`src/rtl/gpr_hilo_wb.sv`:
```
// gpr_hilo_wb: write-back endpoint of the pipeline.
// Commits MEM/WB results into the 32x32 general register file and the HI/LO
// pair. GPR and HI/LO reads bypass the value being written in the current
// cycle. A free-running counter tracks committed write-back cycles.
module gpr_hilo_wb #(
    parameter int NUM_REGS = 32,
    parameter int CNT_W    = 32
) (
    input  logic             clk,
    input  logic             rst,
    input  logic             wb_wreg,
    input  logic [4:0]       wb_wd,
    input  logic [31:0]      wb_wdata,
    input  logic             wb_whilo,
    input  logic [31:0]      wb_hi,
    input  logic [31:0]      wb_lo,
    input  logic             re1,
    input  logic [4:0]       raddr1,
    output logic [31:0]      rdata1,
    input  logic             re2,
    input  logic [4:0]       raddr2,
    output logic [31:0]      rdata2,
    output logic [31:0]      hi_o,
    output logic [31:0]      lo_o,
    output logic [CNT_W-1:0] retire_cnt
);

    logic [31:0] regs [NUM_REGS];
    logic [31:0] hi_q;
    logic [31:0] lo_q;

    // GPR array: writes to r0 are dropped so r0 stays architecturally zero.
    always_ff @(posedge clk or negedge rst) begin
        if (!rst) begin
            for (int i = 0; i < NUM_REGS; i++) begin
                regs[i] <= '0;
            end
        end else if (wb_wreg && (wb_wd != 5'd0)) begin
            regs[wb_wd] <= wb_wdata;
        end
    end

    // HI/LO pair is always written together, never one half alone.
    always_ff @(posedge clk or negedge rst) begin
        if (!rst) begin
            hi_q <= '0;
            lo_q <= '0;
        end else if (wb_whilo) begin
            hi_q <= wb_hi;
            lo_q <= wb_lo;
        end
    end

    // Retire counter: one tick per cycle with any commit, wrapping silently.
    always_ff @(posedge clk or negedge rst) begin
        if (!rst) begin
            retire_cnt <= '0;
        end else if (wb_wreg || wb_whilo) begin
            retire_cnt <= retire_cnt + {{(CNT_W-1){1'b0}}, 1'b1};
        end
    end

    // Read port 1: r0 and reset read zero, then write-through bypass, then array.
    always_comb begin
        rdata1 = '0;
        if (!rst || (raddr1 == 5'd0)) begin
            rdata1 = '0;
        end else if (re1 && wb_wreg && (wb_wd == raddr1)) begin
            rdata1 = wb_wdata;
        end else if (re1) begin
            rdata1 = regs[raddr1];
        end
    end

    // Read port 2: identical priority to port 1, fully independent of it.
    always_comb begin
        rdata2 = '0;
        if (!rst || (raddr2 == 5'd0)) begin
            rdata2 = '0;
        end else if (re2 && wb_wreg && (wb_wd == raddr2)) begin
            rdata2 = wb_wdata;
        end else if (re2) begin
            rdata2 = regs[raddr2];
        end
    end

    // HI/LO read: the pair being written this cycle is forwarded to EX.
    always_comb begin
        hi_o = '0;
        lo_o = '0;
        if (!rst) begin
            hi_o = '0;
            lo_o = '0;
        end else if (wb_whilo) begin
            hi_o = wb_hi;
            lo_o = wb_lo;
        end else begin
            hi_o = hi_q;
            lo_o = lo_q;
        end
    end

endmodule

```
`config.mk`:
```
export PLATFORM = sky130hd
export DESIGN_NAME = gpr_hilo_wb
export DESIGN_NICKNAME = d
export VERILOG_FILES = /design/src/rtl/gpr_hilo_wb.sv
export SDC_FILE = /design/constraint.sdc
export NUM_CORES = 2
export LEC_CHECK = 0
export CORE_MARGIN = 2
export CORE_UTILIZATION = 50
export DETAILED_ROUTE_END_ITERATION = 10
export PLACE_DENSITY_LB_ADDON = 0.2
export REMOVE_ABC_BUFFERS = 1
export SETUP_SLACK_MARGIN = 0.2
export SLEW_MARGIN = 10
export SYNTH_ARGS = -nofsm -noshare
export SYNTH_HDL_FRONTEND = slang
export SYNTH_SLANG_ARGS = --single-unit
export TNS_END_PERCENT = 50
```
`constraint.sdc`:
```
create_clock -name clk -period 4.5 [get_ports clk]
set_clock_uncertainty 0.2 [all_clocks]
set_input_delay 0.9 -clock clk [delete_from_list [all_inputs] [get_ports clk]]
set_output_delay 0.9 -clock clk [all_outputs]
set_load 0.005 [all_outputs]
```
After elaboration in Yosys (flattened, before gate mapping)
Index checks and enable logic that the tools add are counted.
{ "totals": {"output_inout_bits": 160, "in_bits": 117, "regBits": 1120, "word_cells": 77} }
{ "classes": {"n_bitwise": 3, "n_reduce_logical": 13, "magnitude_cmp": 4, "n_eq_ne": 2, "addsub": 1, "muxes": 19} }
{ "op_table": {"columns": ["operator", "count"], "rows": [
  ["1024-bit bitwise mux", 1],
  ["32-bit two-way mux", 15],
  ["32-bit binary-select mux with 5-bit select", 2],
  ["32-bit demux with 5-bit select", 1],
  ["32-bit by 1-bit adder with 32-bit output, second input constant", 1],
  ["6-bit greater-or-equal comparator, second input constant", 3],
  ["5-bit inverter with 6-bit output", 3],
  ["5-bit == test", 2],
  ["5-bit zero test", 2],
  ["1-bit logical AND", 6],
  ["6-bit by 1-bit < comparator with 1-bit output, second input constant", 1],
  ["5-bit nonzero test", 1],
  ["1-bit logical OR", 3],
  ["1-bit zero test", 1]
]} }

Depth between registers and ports, before layout
{ "depth": {"word_depth": 7, "depth_mapped": 9, "depth_no_buf": 5} }

Worst setup path after synthesis
OpenSTA, ideal clock, no wires.
{ "synth_path": {"path_kind": "input to output", "start": "input port raddr1[2]", "end": "output port rdata1[20]", "path_slack_ns": 0.608, "arrival_time_ns": 2.792, "required_time_ns": 3.400, "path_buffers": 3, "cell_stages": 7, "path_cell_list": "buf_2 -> buf_2 -> clkbuf_1 -> mux4_2 -> mux4_2 -> nor2b_1 -> a211o_1"} }
{ "synth_between": {"elab_chain_cells": 7, "elab_cells_between_ends": 11, "classes_between": "eq/ne (1); mux (6); bitwise (1); reduce/logical (3)"} }
{ "synth_rtl": {"columns": ["element", "line_no", "rtl"], "rows": [
  ["start: declaration", "18", "input logic [4:0] raddr1,"],
  ["5-bit inverter with 6-bit output (not written as such)", "71", "rdata1 = regs[raddr1];"],
  ["32-bit binary-select mux with 5-bit select", "71", null],
  ["32-bit two-way mux (not written as such) (2 in series)", "71", null],
  ["32-bit two-way mux", "70", "end else if (re1) begin"],
  ["32-bit two-way mux", "68", "end else if (re1 && wb_wreg && (wb_wd == raddr1)) begin"],
  ["32-bit two-way mux (*)", "66", "if (!rst || (raddr1 == 5'd0)) begin"],
  ["end: declaration", "19", "output logic [31:0] rdata1,"]
]} }
Mark *: on every way between the ends. The rest lies on a longest branch, timed or not. The select of a mux whose other input is x is not followed.

Worst setup path in the final report
{ "layout_path": {"start": "input port raddr1[0]", "end": "output port rdata1[0]"} }
The elaborated chain is that of the path after synthesis.

==> flow_summary.yaml <==
status:
  outcome: "completed"
detailed_routing:
  vias_per_cell: 6.48
  first_pass_iters: 7
  drtIter0Drc: 3591
  routedWlPerCell_um: 29.6
  drc_errors: 0
  vias: 38139
  wl_um: 174000
  ant_nets: 0
yosys:
  synthCells: 3867
  synth.yosys.seq_area_share: 0.475
  synth-main-ff-cell: "dfrtp_1"
  async_flop_share: 1.00
  synth_edf_count: 0
  ys_ff_latch: 1120
  avgSynthCellArea_sq_um: 15.2
  ys_types: 49
  synthesis.area_sq_um: 59000
  yosys_warnings: 0
cells_and_area:
  area_delta_synth_final_pct: 21.0
  nNetsFinal: 4375
  n_fill_cell: 8728
  drive_gt1_frac: 0.531
place:
  portBuffers: 276
  dp_hpwl_um: 104000
  pre_cts_ws_ns: -0.220
  place_congestion: 0.812
clock_tree:
  htree_num_levels: 3
  cts_tree: "built"
  path_clk_slew_ns: 0.06
  root_buffer: "clkbuf_16"
  clock_sinks: 1120
  clock_latency_ns: 0.71
  clock_path_buffers: 3
  cts_made_buffers: 120
die:
  fp.dieH_um: 347
  dieArea_sq_um: 121000
  core_sq_um: 117000
  rows: 125
  ios: 277
  start_util: 0.506
  die_x_um: 347
global_routing:
  grt_overflow: 0
  grt_pass1_vias: 38991
  grt.total_usage: 0.287
  grt_max_degree: 180
  antenna_found_initial: 3
  grt_pass1_wl_um: 259000
setup_path:
  path_cells: "buf_16 -> buf_12 -> buf_4 -> mux4_1 -> mux4_2 -> nor2b_1 -> a211o_1 -> clkdlybuf4s50_1"
  timing_worst_setup_path_type: "input pin to primary output"
  crit_path_end_kind: "primary output"
  max_stage_delay_ns: 0.57
  path_max_fanout: 7
  worstPathRequired_ns: 3.40
  slowest_stage: "mux4_1"
  arrival_ns: 3.31
  r2r_setup_slack_ns: 2.47
  cp-start-kind: "input pin"
timing:
  finalCritPeriodShare: 0.980
  timing.final.ws_setup_ns: 0.0879
  final_hold_viol_count: 0
  period_minus_slack_ns: 4.41
  setup_viol: 0
  tightest_slew_ns: 1.03
  rsz0062_at_grt: "yes"
  relSlewSlack: 0.311
  maxSlewViolCount: 0
  fmax_mhz: 227
pwr:
  p_switching_w: 0.00769
  combPwrFrac: 0.204
  swShare: 0.260
  p_leak_nw: 31.2
  clockPowerShare: 0.349
  power_density_nw_per_um2: 415
  power_w: 0.0296
  p_int_w: 0.0219
  peakVddDrop_mv: 0.349
  pwr-share-seq: 0.447
worst_hold_path:
  hold_path.class: "input pin to async pin"
job:
  cap_violations: 0
## flip-flops by register name, indices dropped and copies added, names as in the netlist
register and flops:
regs 1024, hi_q 32, lo_q 32, retire_cnt 32
## critical path: cells and delay by family
kind | cells | cell delay [ns]
muxes | 2 | 1.03
and+or+nand+nor | 1 | 0.14
AOI/OAI and AO/OA | 1 | 0.30
buffers and inverters | 4 | 0.90
## final timing paths
check | from | to | cells past startpoint
setup / recovery | raddr1[0] | rdata1[0] | 8
min in group clk | regs[1015]$_DFFE_PN0P_ | regs[1015]$_DFFE_PN0P_ | 0
setup reg to reg | retire_cnt[7]$_DFFE_PN0P_ | retire_cnt[27]$_DFFE_PN0P_ | 5
max in group asynchronous | rst | regs[649]$_DFFE_PN0P_ | 4
hold / removal | rst | hi_q[13]$_DFF_PN0_ | 2
hold reg to reg | regs[1015]$_DFFE_PN0P_ | regs[1015]$_DFFE_PN0P_ | 0
## metal layers
metal / vias to the layer above / GRT usage / share of wire
met4: 0 / 0.0750 / 0.023
met3: 250 / 0.0539 / 0.078
met5: - / 0 / 0
met2: 1464 / 0.445 / 0.47
li1: 15748 / - / -
met1: 20677 / 0.420 / 0.43
## Yosys cell counts, types with 33 or more instances
cell	number	area, sq um
a211o_1	62	543
nor2b_1	102	638
buf_2	79	395
clkbuf_1	277	1040
mux4_2	531	12000
nand2_1	37	139
a22oi_1	62	465
mux2i_1	65	651
a211oi_1	127	953
and2_1	67	419
mux2_2	1067	12000
xnor2_1	33	289
buf_1	56	210
dfrtp_1	1120	28000
## kinds of logic (layout without fill, tap and decap cells)
family,after synthesis,after routing,share of synthesized area
multiplexers,1668,1668,0.420
flip-flops,1120,1120,0.475
buffers and inverters,442,933,0.0318
AO/OA/AOI/OAI,303,303,0.0385
AND/OR/NAND/NOR,292,292,0.0283
XOR/XNOR,41,41,0.00609
adder cells (fa/ha/maj),1,1,0.000212
other,0,2,0
## power by group through the flow
stage	sequential [W]	combinational (W)	clock [W]
floorplan	0.0129	0.00395	0
global placement	0.0132	0.00575	0
detailed placement	0.0133	0.00588	0
CTS	0.0132	0.00602	0.0105
global route	0.0135	0.00647	0.0109
finish	0.0132	0.00604	0.0103
## stage by stage
step	hold WS, ns	instance area [sq um]	std cells	setup TNS, ns	utilization
after floorplan	0.165	57100	3431	-0.325	-
after global placement	0.177	65600	5571	-2.07	0.563
after detailed placement	0.182	65600	5571	-1.46	0.563
after CTS	0.191	70800	5850	0	0.608
after global routing	0.209	71300	5883	0	0.612
final	0.167	71300	5884	0	0.612
## repair_timing
item	4_1_cts	5_1_grt
hold buffers	1	0
hold endpoints to repair	2	0
setup endpoints to repair	63	55
cloned	13	6
pin swaps	15	12
resized for setup	106	41
setup buffers	42	26
## layout by cell type (no fill, tap or decap), types with 34 or more instances in the layout
cell type	count
mux4_2	531
mux2i_1	65
clkbuf_16	129
mux2_2	1067
nor2b_1	99
a211o_1	62
dlygate4sd2_1	34
buf_12	93
and2_1	66
clkdlybuf4s50_1	211
buf_4	298
a22oi_1	60
dfrtp_1	1120
a211oi_1	103
## layout make-up
| cell class | instances | area (sq um) | share of cell area |
|---|---|---|---|
| timing repair buffer | 704 | 7780 | 0.109 |
| clock buffer | 177 | 3560 | 0.0499 |
| sequential | 1120 | 28000 | 0.393 |
| tap | 1524 | 1910 | 0.0267 |
| clock inverter | 46 | 552 | 0.00773 |
| inverter | 6 | 22.5 | 0.000316 |
| antenna | 2 | 5.00 | 0.0000702 |
| multi-input combinational | 2305 | 29500 | 0.413 |
(Power assumes the default switching activity.)
